$ cat src/rtl/cpu_types_pkg.sv
// Shared cache-controller types, the hit-count dump address and the
// address-geometry helpers used to split a byte address into tag/index/offset.
package cpu_types_pkg;

  typedef enum logic [2:0] {IDLE, WB, FILL, FLUSH, CNT, DONE} dstate_t;

  localparam logic [31:0] HITCNT_ADDR = 32'h0000_3100;

  function automatic int unsigned idx_w(input int unsigned sets);
    return $clog2(sets);
  endfunction

  function automatic int unsigned off_w(input int unsigned words);
    return $clog2(words);
  endfunction

  function automatic int unsigned tag_w(input int unsigned sets, input int unsigned words);
    return 32'd30 - idx_w(sets) - off_w(words);
  endfunction

endpackage

$ cat src/rtl/dcache_way.sv
// One way of the data cache: valid/dirty/tag/data storage plus the tag compare
// for the currently addressed set.
module dcache_way
  import cpu_types_pkg::*;
#(
  parameter int unsigned SETS  = 8,
  parameter int unsigned WORDS = 2
) (
  input  logic                              CLK,
  input  logic                              nRST,
  input  logic [idx_w(SETS)-1:0]            idx,
  input  logic [off_w(WORDS)-1:0]           off,
  input  logic [tag_w(SETS, WORDS)-1:0]     tag_in,
  input  logic                              wr_en,
  input  logic [31:0]                       wr_data,
  input  logic                              wr_dirty,
  input  logic                              fill_done,
  input  logic                              inval,
  output logic                              hit,
  output logic                              valid,
  output logic                              dirty,
  output logic [tag_w(SETS, WORDS)-1:0]     tag,
  output logic [31:0]                       rdata
);

  localparam int unsigned TW = tag_w(SETS, WORDS);

  logic [SETS-1:0] valid_q;
  logic [SETS-1:0] dirty_q;
  logic [TW-1:0]   tag_q  [SETS];
  logic [31:0]     data_q [SETS][WORDS];

  always_ff @(posedge CLK or negedge nRST) begin
    if (!nRST) begin
      valid_q <= '0;
      dirty_q <= '0;
    end else if (inval) begin
      valid_q[idx] <= 1'b0;
      dirty_q[idx] <= 1'b0;
    end else if (fill_done) begin
      valid_q[idx] <= 1'b1;
      dirty_q[idx] <= 1'b0;
    end else if (wr_en && wr_dirty) begin
      dirty_q[idx] <= 1'b1;
    end
  end

  // Tag and data are plain storage; the valid bit qualifies them.
  always_ff @(posedge CLK) begin
    if (fill_done) tag_q[idx] <= tag_in;
    if (wr_en)     data_q[idx][off] <= wr_data;
  end

  assign valid = valid_q[idx];
  assign dirty = dirty_q[idx];
  assign tag   = tag_q[idx];
  assign rdata = data_q[idx][off];
  assign hit   = valid_q[idx] && (tag_q[idx] == tag_in);

endmodule

$ cat src/rtl/dcache_wb.sv
// 2-way set-associative write-back, write-allocate data cache with LRU
// replacement, halt-triggered flush and hit-count dump.
module dcache_wb
  import cpu_types_pkg::*;
#(
  parameter int unsigned SETS  = 8,
  parameter int unsigned WORDS = 2,
  parameter int unsigned CPUID = 0
) (
  input  logic        CLK,
  input  logic        nRST,
  input  logic        dmemREN,
  input  logic        dmemWEN,
  input  logic [31:0] dmemaddr,
  input  logic [31:0] dmemstore,
  input  logic        halt,
  output logic        dhit,
  output logic [31:0] dmemload,
  output logic        flushed,
  output logic        dREN,
  output logic        dWEN,
  output logic [31:0] daddr,
  output logic [31:0] dstore,
  input  logic [31:0] dload,
  input  logic        dwait
);

  localparam int unsigned IW = idx_w(SETS);
  localparam int unsigned OW = off_w(WORDS);
  localparam int unsigned TW = tag_w(SETS, WORDS);
  localparam logic [OW-1:0] LAST = OW'(WORDS - 1);
  localparam int unsigned unused_cpuid = CPUID;

  dstate_t       state, next_state;
  logic [OW-1:0] cnt, cnt_n;
  logic [IW:0]   scan, scan_n;
  logic          victim, victim_n;
  logic [TW-1:0] vtag, vtag_n;
  logic [31:0]   hitcnt;
  logic          after_fill;
  logic [SETS-1:0] lru;

  logic [TW-1:0] req_tag;
  logic [IW-1:0] req_idx;
  logic [OW-1:0] req_off;
  logic          req, is_wr, hit_way, fway, line_done;
  logic          unused_bits;

  logic [1:0]    hit_w, valid_w, dirty_w, wr_en_w, fill_w, inval_w;
  logic [TW-1:0] way_tag [2];
  logic [31:0]   rdata_w [2];
  logic [IW-1:0] way_idx;
  logic [OW-1:0] way_off;
  logic [31:0]   wr_data;
  logic          wr_dirty;

  assign req_off     = dmemaddr[2 +: OW];
  assign req_idx     = dmemaddr[2 + OW +: IW];
  assign req_tag     = dmemaddr[31 -: TW];
  assign unused_bits = ^dmemaddr[1:0];
  assign req         = dmemREN | dmemWEN;
  assign is_wr       = dmemWEN & ~dmemREN;
  assign hit_way     = hit_w[1];
  assign fway        = scan[0];

  for (genvar w = 0; w < 2; w++) begin : g_way
    dcache_way #(.SETS(SETS), .WORDS(WORDS)) u_way (
      .CLK(CLK), .nRST(nRST), .idx(way_idx), .off(way_off), .tag_in(req_tag),
      .wr_en(wr_en_w[w]), .wr_data(wr_data), .wr_dirty(wr_dirty),
      .fill_done(fill_w[w]), .inval(inval_w[w]),
      .hit(hit_w[w]), .valid(valid_w[w]), .dirty(dirty_w[w]),
      .tag(way_tag[w]), .rdata(rdata_w[w])
    );
  end

  always_comb begin
    next_state = state;
    cnt_n      = cnt;
    scan_n     = scan;
    victim_n   = victim;
    vtag_n     = vtag;
    dhit       = 1'b0;
    dmemload   = '0;
    flushed    = 1'b0;
    dREN       = 1'b0;
    dWEN       = 1'b0;
    daddr      = '0;
    dstore     = '0;
    way_idx    = req_idx;
    way_off    = cnt;
    wr_data    = dload;
    wr_dirty   = 1'b0;
    wr_en_w    = '0;
    fill_w     = '0;
    inval_w    = '0;
    line_done  = 1'b0;
    unique case (state)
      IDLE: begin
        way_off = req_off;
        if (req && (|hit_w)) begin
          dhit     = 1'b1;
          dmemload = rdata_w[hit_way];
          if (is_wr) begin
            wr_en_w[hit_way] = 1'b1;
            wr_data          = dmemstore;
            wr_dirty         = 1'b1;
          end
        end else if (req) begin
          victim_n   = !valid_w[0] ? 1'b0 : (!valid_w[1] ? 1'b1 : lru[req_idx]);
          vtag_n     = way_tag[victim_n];
          cnt_n      = '0;
          next_state = (valid_w[victim_n] && dirty_w[victim_n]) ? WB : FILL;
        end else if (halt) begin
          scan_n     = '0;
          cnt_n      = '0;
          next_state = FLUSH;
        end
      end
      WB: begin
        dWEN   = 1'b1;
        daddr  = {vtag, req_idx, cnt, 2'b00};
        dstore = rdata_w[victim];
        if (!dwait) begin
          cnt_n = cnt + 1'b1;
          if (cnt == LAST) next_state = FILL;
        end
      end
      FILL: begin
        dREN  = 1'b1;
        daddr = {req_tag, req_idx, cnt, 2'b00};
        if (!dwait) begin
          wr_en_w[victim] = 1'b1;
          cnt_n           = cnt + 1'b1;
          if (cnt == LAST) begin
            fill_w[victim] = 1'b1;
            next_state     = IDLE;
          end
        end
      end
      FLUSH: begin
        // scan = {set, way}: set-major, way 0 first.
        way_idx = scan[IW:1];
        if (valid_w[fway] && dirty_w[fway]) begin
          dWEN   = 1'b1;
          daddr  = {way_tag[fway], scan[IW:1], cnt, 2'b00};
          dstore = rdata_w[fway];
          if (!dwait) begin
            cnt_n = cnt + 1'b1;
            if (cnt == LAST) line_done = 1'b1;
          end
        end else begin
          line_done = 1'b1;
        end
        if (line_done) begin
          inval_w[fway] = 1'b1;
          if (&scan) next_state = CNT;
          else       scan_n     = scan + 1'b1;
        end
      end
      CNT: begin
        dWEN   = 1'b1;
        daddr  = HITCNT_ADDR;
        dstore = hitcnt;
        if (!dwait) next_state = DONE;
      end
      DONE: flushed = 1'b1;
      default: next_state = IDLE;
    endcase
  end

  always_ff @(posedge CLK or negedge nRST) begin
    if (!nRST) begin
      state      <= IDLE;
      cnt        <= '0;
      scan       <= '0;
      victim     <= 1'b0;
      vtag       <= '0;
      hitcnt     <= '0;
      after_fill <= 1'b0;
      lru        <= '0;
    end else begin
      state  <= next_state;
      cnt    <= cnt_n;
      scan   <= scan_n;
      victim <= victim_n;
      vtag   <= vtag_n;
      // The hit that completes a miss is not counted as a cache hit.
      if (state == FILL && !dwait && cnt == LAST) begin
        after_fill <= 1'b1;
      end else if (dhit) begin
        after_fill <= 1'b0;
        if (!after_fill && hitcnt != '1) hitcnt <= hitcnt + 1'b1;
      end
      if (dhit) lru[req_idx] <= ~hit_way;
    end
  end

endmodule

$ cat config.mk
export PLATFORM = sky130hd
export DESIGN_NAME = dcache_wb
export DESIGN_NICKNAME = d
export VERILOG_FILES = /design/src/rtl/cpu_types_pkg.sv /design/src/rtl/dcache_way.sv /design/src/rtl/dcache_wb.sv
export SDC_FILE = /design/constraint.sdc
export NUM_CORES = 2
export LEC_CHECK = 0
export CORE_MARGIN = 4
export CORE_UTILIZATION = 55
export DETAILED_ROUTE_END_ITERATION = 10
export PLACE_DENSITY = 0.77
export SKIP_CTS_REPAIR_TIMING = 1
export SYNTH_ARGS = -nofsm -noshare
export SYNTH_HDL_FRONTEND = slang
export SYNTH_SLANG_ARGS = --single-unit
export TNS_END_PERCENT = 5
$ cat constraint.sdc
create_clock -name CLK -period 16.5 [get_ports CLK]
set_input_delay 1.65 -clock CLK [delete_from_list [all_inputs] [get_ports CLK]]
set_output_delay 1.65 -clock CLK [all_outputs]
set_load 0.02 [all_outputs]
* After elaboration in Yosys (flattened, before gate mapping)
Memories as Yosys holds them, arrays and structs flattened.
Index checks and enable logic that the tools add are counted.
** Operators by class
- Mux-type cells :: 131
- Reduce and logical (&&, ||, !) cells :: 35
- Equal/unequal tests :: 21
- Bitwise logic cells :: 21
- Add/subtract/negate cells :: 3
- Magnitude comparators :: 17
** Operators by type and width (number)
- two-way mux 32 bit :: 23
- two-way mux 26 bit :: 6
- two-way mux 64 bit :: 2
- one-hot mux 32 bit (4 select lines) :: 1
- one-hot mux 32 bit (3 select lines) :: 1
- two-way mux 8 bit :: 10
- == test 26 bit :: 2
- two-way mux 1 bit :: 46
- two-way mux 3 bit :: 11
- adder 32 x 1 -> 32 bit, second input constant :: 1
- bitwise AND 8 bit :: 4
- demux 32 bit (select 1 bit) :: 1
- != test 32 bit, second input constant :: 1
- bitwise OR 8 bit :: 4
- != test 2 bit, second input constant :: 12
- two-way mux 4 bit :: 5
- two-way mux 2 bit :: 9
- one-hot mux 3 bit (6 select lines) :: 1
- logical AND 1 bit :: 16
- binary-select mux 1 bit (select 3 bit) :: 5
- >= comparator 2 bit, second input constant :: 5
- inverter 1 -> 2 bit :: 5
- AND reduction 10 bit :: 1
- nonzero test 3 bit :: 3
- other kinds (29) :: 53
** Storage, ports and cells
- Bits of input ports :: 102
- RAM bits :: 1440
- Memories kept :: 4
- Register bits :: 108
** Memories
- g_way[0].u_way.data_q :: words 8, width 64, read ports 1, clocked after memory_dff 0, write ports 1, line dcache_way.sv:31 : logic [31:0] data_q [SETS][WORDS];
- g_way[1].u_way.data_q :: words 8, width 64, read ports 1, clocked after memory_dff 0, write ports 1, line dcache_way.sv:31
- g_way[0].u_way.tag_q :: words 8, width 26, read ports 1, clocked after memory_dff 0, write ports 1, line dcache_way.sv:30 : logic [TW-1:0] tag_q [SETS];
- g_way[1].u_way.tag_q :: words 8, width 26, read ports 1, clocked after memory_dff 0, write ports 1, line dcache_way.sv:30

* Depth between registers and ports, before layout
- Depth in word-level cells :: 16
- Mapped depth :: 19

* Cells and area by module
Synthesis repeated with hierarchy kept, for this count alone.
** Unflattened totals
- Cell total of the unflattened synthesis :: 4027
- Area total of the unflattened synthesis :: 64116.5 µm²
** Modules (own cells, without submodules)
- dcache_way (g_way[1].u_way) :: cells each 1621, instances 1, area each 28766.3 µm²
- dcache_way (g_way[0].u_way) :: cells each 1629, instances 1, area each 28602.4 µm²
- dcache_wb :: cells each 777, instances 1, area each 6747.7 µm²

* Worst setup path after synthesis
No wires, ideal clock.
- Path type :: in2reg
- From :: in dmemaddr[3]
- To :: mem g_way[1].u_way.data_q[0][32] (netlist bit) (enable)
- Stages :: 16
- Arrival :: 6838 ps
- Slack :: 9192 ps
- Buffers on the path :: 7
- Data required time :: 16030 ps
- Setup time :: 470 ps
- Path through :: buf_6 > buf_4 > buf_4 > buf_4 > a211oi_1 > a211oi_1 > nor4_1 > xnor2_1 > o2111ai_1 > nor4_4 > nand4bb_1 > clkbuf_1 > or2_1 > buf_2 > buf_2 > a211oi_1
** Between the ends
- Cells in the longest elaborated chain, start to end :: 13
** Ends and longest elaborated chain
- from (decl) :: line dcache_wb.sv:14 : input logic [31:0] dmemaddr,
- two-way mux 3 bit * :: line dcache_wb.sv:97 : unique case (state)
- memory (8 x 26 bit) or binary-select mux 1 bit (select 3 bit) (tied branches)
- == test 26 bit or two-way mux 1 bit (tied branches) :: line dcache_way.sv:58 : assign hit = valid_q[idx] && (tag_q[idx] == tag_in);
- logical AND 1 bit :: line dcache_way.sv:58
- < comparator 1 x 2 -> 1 bit (not written as such) or >= comparator 1 bit (tied branches) :: line dcache_wb.sv:104 : wr_en_w[hit_way] = 1'b1;
- logical AND 1 bit (not written as such) :: line dcache_wb.sv:104
- two-way mux 1 bit (not written as such) :: line dcache_wb.sv:104
- demux 1 bit (select 1 bit) :: line dcache_wb.sv:104
- two-way mux 2 bit :: line dcache_wb.sv:103 : if (is_wr) begin
- two-way mux 2 bit :: line dcache_wb.sv:100 : if (req && (|hit_w)) begin
- one-hot mux 2 bit (2 select lines) :: line dcache_wb.sv:97
- two-way mux 1 bit :: line dcache_way.sv:51 : if (wr_en) data_q[idx][off] <= wr_data;
- two-way mux 64 bit (not written as such) :: line dcache_way.sv:51
- to (decl) :: line dcache_way.sv:31
Every way passes the cells marked *; elsewhere a longest branch is shown, timed or not. The select of a mux whose other input is x is not followed.

* Worst setup path in the final report
- From :: in dmemaddr[4]
- To :: out dmemload[2]
** Between the ends
- Cells in the longest elaborated chain, start to end :: 10
** Ends and longest elaborated chain
- two-way mux 3 bit * :: line dcache_wb.sv:97
- memory (8 x 26 bit), or another cell as far along
- == test 26 bit, or another cell as far along :: line dcache_way.sv:58
- logical AND 1 bit or two-way mux 32 bit (tied branches) :: line dcache_way.sv:58, dcache_way.sv:57
- inverter 1 -> 2 bit (not written as such) or two-way mux 32 bit (tied branches) :: line dcache_wb.sv:102, dcache_way.sv:57
- two-way mux 32 bit (not written as such) (3 in a row) :: line dcache_wb.sv:102 : dmemload = rdata_w[hit_way];
- two-way mux 32 bit * :: line dcache_wb.sv:100
- two-way mux 32 bit * :: line dcache_wb.sv:97
- to (decl) :: line dcache_wb.sv:18 : output logic [31:0] dmemload,
Marks and branches as above.

==> flow_summary.yaml <==
synth:
  synthFlopType: "edfxtp_1"
  synth_edf_count: 1440
  synth_seq_area_share_pct: 71.73
  synthCells: 4353
  synthArstFlopShare_pct: 6.977
  synth_cell_types: 100
  netlist_area_um2: 64050
  syn-mean-instance-area_um2: 14.71
  yosys_warnings: 0
  ys_seq_elements: 1548
sta:
  relSlewSlack_pct: 7.751
  finalCritPeriodShare_pct: 64.75
  rsz0062_at_grt: "no"
  finalWorstPathRequiredPeriod_ps: 10680
  fin_worst_skew_ps: 37.35
  finalHoldViolCount: 0
  finalSetupViolCount: 0
  slew_violations: 0
  tns_ps: 0
  max_freq_mhz: 93.61
  worstMarginPinSlew_ps: 1375
critical_path:
  slowest_delay_ps: 1130
  crit_family: "buffers and inverters"
  cpMaxStageDelayCell: "a211oi_1"
  crit_path_max_fanout: 50
  start_kind: "primary input"
  reg2reg_to: "g_way[1].u_way.data_q[1][17]"
  crit_path_cell_trace: "clkdlybuf4s50_1 > buf_4 > nor3b_1 > mux2i_4 > buf_4 > o22ai_1 > nor4_1 > nand3_1 > a2111oi_0 > nor4bb_1 > and4_2 > buf_4 > nor3_1 > a211oi_1 > clkdlybuf4s50_1"
  r2r_setup_slack_ps: 8110
  r2r_cells: 15
  worstPathArrival_ps: 9030
  cp_common_cell: "buf_4"
  crit_required_ps: 14850
  criticalPathCategory: "primary input to output pin"
  crit_path_end_kind: "output pin"
  reg2reg_from: "scan[1]"
  worst-path-buf-inv: 5
hold_path:
  hold_path.class: "register to register"
  worstHoldStart: "hitcnt[28]"
  min_delay_worst_endpoint: "hitcnt[28]"
  holdPathStages: 1
placement:
  dpl_cell_area_um2: 68240
  gp_congestion: 0.9908
  port_buffers: 197
  hpwl_um: 126500
global_route:
  grt_max_degree: 96
  grt_usage_pct: 34.79
  grt_pass1_vias: 43540
  grt_overflow: 0
  antenna_found_initial: 11
  grt_pass1_wl_um: 304500
die:
  fp.dieArea_um2: 122000
  start_util_pct: 55.71
  die_h_um: 349.3
  die_x_um: 349.3
  coreArea_um2: 115000
  io_pins: 202
  rows: 124
clock_network:
  cts_made_buffers: 152
  clock_sinks: 1548
  cts_tree: "yes"
  path_clk_slew_ps: 60
  htreeDepth: 4
  clock_path_buffers: 3
  root_buffer: "clkbuf_16"
  insertion_delay_ps: 790
routing:
  via_per_inst: 7.233
  postRouteAntennaNets: 0
  drt_iter0_markers: 7567
  wirelength_um: 215600
  via_count: 44870
  wire_per_inst_um: 34.75
  drc: 0
  drtPass1Iterations: 6
finish:
  stdcell_area_um2: 73080
  area_delta_synth_final_pct: 14.10
  final_net_count: 4659
  fillerInstances: 7950
  drive_gt1_share_pct: 11.96
power_and_ir_drop:
  p_leak_nw: 24.03
  peakVddDrop_mv: 0.1021
  powerDensity_nw_per_um2: 136.6
flow_run:
  maxCapViolations: 0
outcome:
  status: "finished clean"
logic make-up (layout without fill, tap and decap cells):
kind of cell / after synthesis / count (layout) / synth area share [%]
XOR/XNOR: 68 / 68 / 0.9298
AO/OA/AOI/OAI: 1141 / 1141 / 12.22
flip-flops: 1548 / 1548 / 71.73
buffers and inverters: 369 / 699 / 2.766
multiplexers: 284 / 284 / 4.956
adder cells (fa/ha/maj): 2 / 2 / 0.03906
other: 1 / 9 / 0.005855
AND/OR/NAND/NOR: 940 / 940 / 7.351
sequential cells by signal (all words and copies together) (netlist names), named ones only:
signal              count
after_fill              1
cnt                     1
victim                  1
lru                     8
g_way.u_way.tag_q     416
state                   3
hitcnt                 32
g_way.u_way.data_q   1024
vtag                   26
scan                    4
placed cells by master (no fill, tap or decap), types with 21 or more instances in the layout:
cell             synthesis  final
mux2_2                  76     70
o221ai_1                62     62
a222oi_1                24     24
clkdlybuf4s50_1          0    195
a21oi_1                 90     87
clkinv_2                 0     25
edfxtp_1              1440   1440
nor4_1                  31     31
o22ai_1                358    358
buf_4                   16    150
nor2_1                 138    120
o22a_1                 104    104
a22oi_1                 30     30
o21ai_0                214    212
a2111oi_0               35     35
xor2_1                  47     47
or3_1                   32     32
a211oi_1                43     27
mux2i_1                178    168
and3_1                  38     38
nand3_1                108    108
clkbuf_16                0    155
xnor2_1                 21     21
inv_1                   68     68
nand2_1                327    326
nor3_1                 121    114
clkinv_1                 0     38
dfrtp_1                108    107
a31oi_1                 31     31
clkbuf_1               174     37
stage by stage:
step	util, %	hold slack (ps)	worst slack (ps)	power [mW]	std cells
after CTS	63.55	491.9	6306	9.904	6196
after global placement	59.36	470.7	6357	6.537	5913
after global routing	63.56	512.0	5870	10.23	6199
after floorplan	-	454.3	9192	5.704	4354
final	63.57	495.1	5817	9.983	6203
after detailed placement	59.36	481.4	6359	6.582	5913
per-layer routing:
| metal | vias up | share of wire, % | global-route usage, % |
|---|---|---|---|
| li1 | 17830 | - | - |
| met1 | 22000 | 33 | 44.62 |
| met2 | 4173 | 44 | 52.81 |
| met3 | 862 | 15 | 10.53 |
| met4 | 4 | 7.0 | 20.60 |
| met5 | - | 0.013 | 0 |
final cells by class:
cell class,instances,area [um^2],share of cell area (%)
sequential,1548,45950,62.87
clock buffer,195,4059,5.554
clock inverter,88,764.5,1.046
timing repair buffer,347,3109,4.254
inverter,69,259.0,0.3544
multi-input combinational,2437,17030,23.31
antenna,7,17.52,0.02397
tap,1512,1892,2.589
report_power, final:
group / total [mW] / switching [mW] / internal (mW)
registers: 4.48 / 0.0712 / 4.41
clock network: 3.38 / 1.50 / 1.88
logic: 2.12 / 1.47 / 0.644
Yosys cell counts, types with 47 or more instances:
| cell type | number | share of area, % |
|---|---|---|
| edfxtp_1 | 1440 | 68 |
| o22ai_1 | 358 | 3.5 |
| nand2_1 | 327 | 1.9 |
| o21ai_0 | 214 | 1.7 |
| mux2i_1 | 178 | 2.8 |
| clkbuf_1 | 174 | 1.0 |
| nor2_1 | 138 | 0.81 |
| nor3_1 | 121 | 0.95 |
| dfrtp_1 | 108 | 4.2 |
| nand3_1 | 108 | 0.84 |
| o22a_1 | 104 | 1.4 |
| a21oi_1 | 90 | 0.70 |
| mux2_2 | 76 | 1.3 |
| inv_1 | 68 | 0.40 |
| o221ai_1 | 62 | 0.85 |
| xor2_1 | 47 | 0.64 |
how the worst max path moves through the flow:
stage | from | cells after the start | slack [ps] | end
floorplan | dmemaddr[3] | 16 | 9190 | g_way[1].u_way.data_q[0][32]
global placement | dmemaddr[4] | 16 | 6360 | dmemload[28]
detailed placement | dmemaddr[4] | 16 | 6360 | dmemload[28]
CTS | dmemaddr[4] | 16 | 6310 | dmemload[28]
global route | dmemaddr[4] | 15 | 5870 | dmemload[2]
finish | dmemaddr[4] | 15 | 5820 | dmemload[2]
Power figures use the tool's default switching activity.
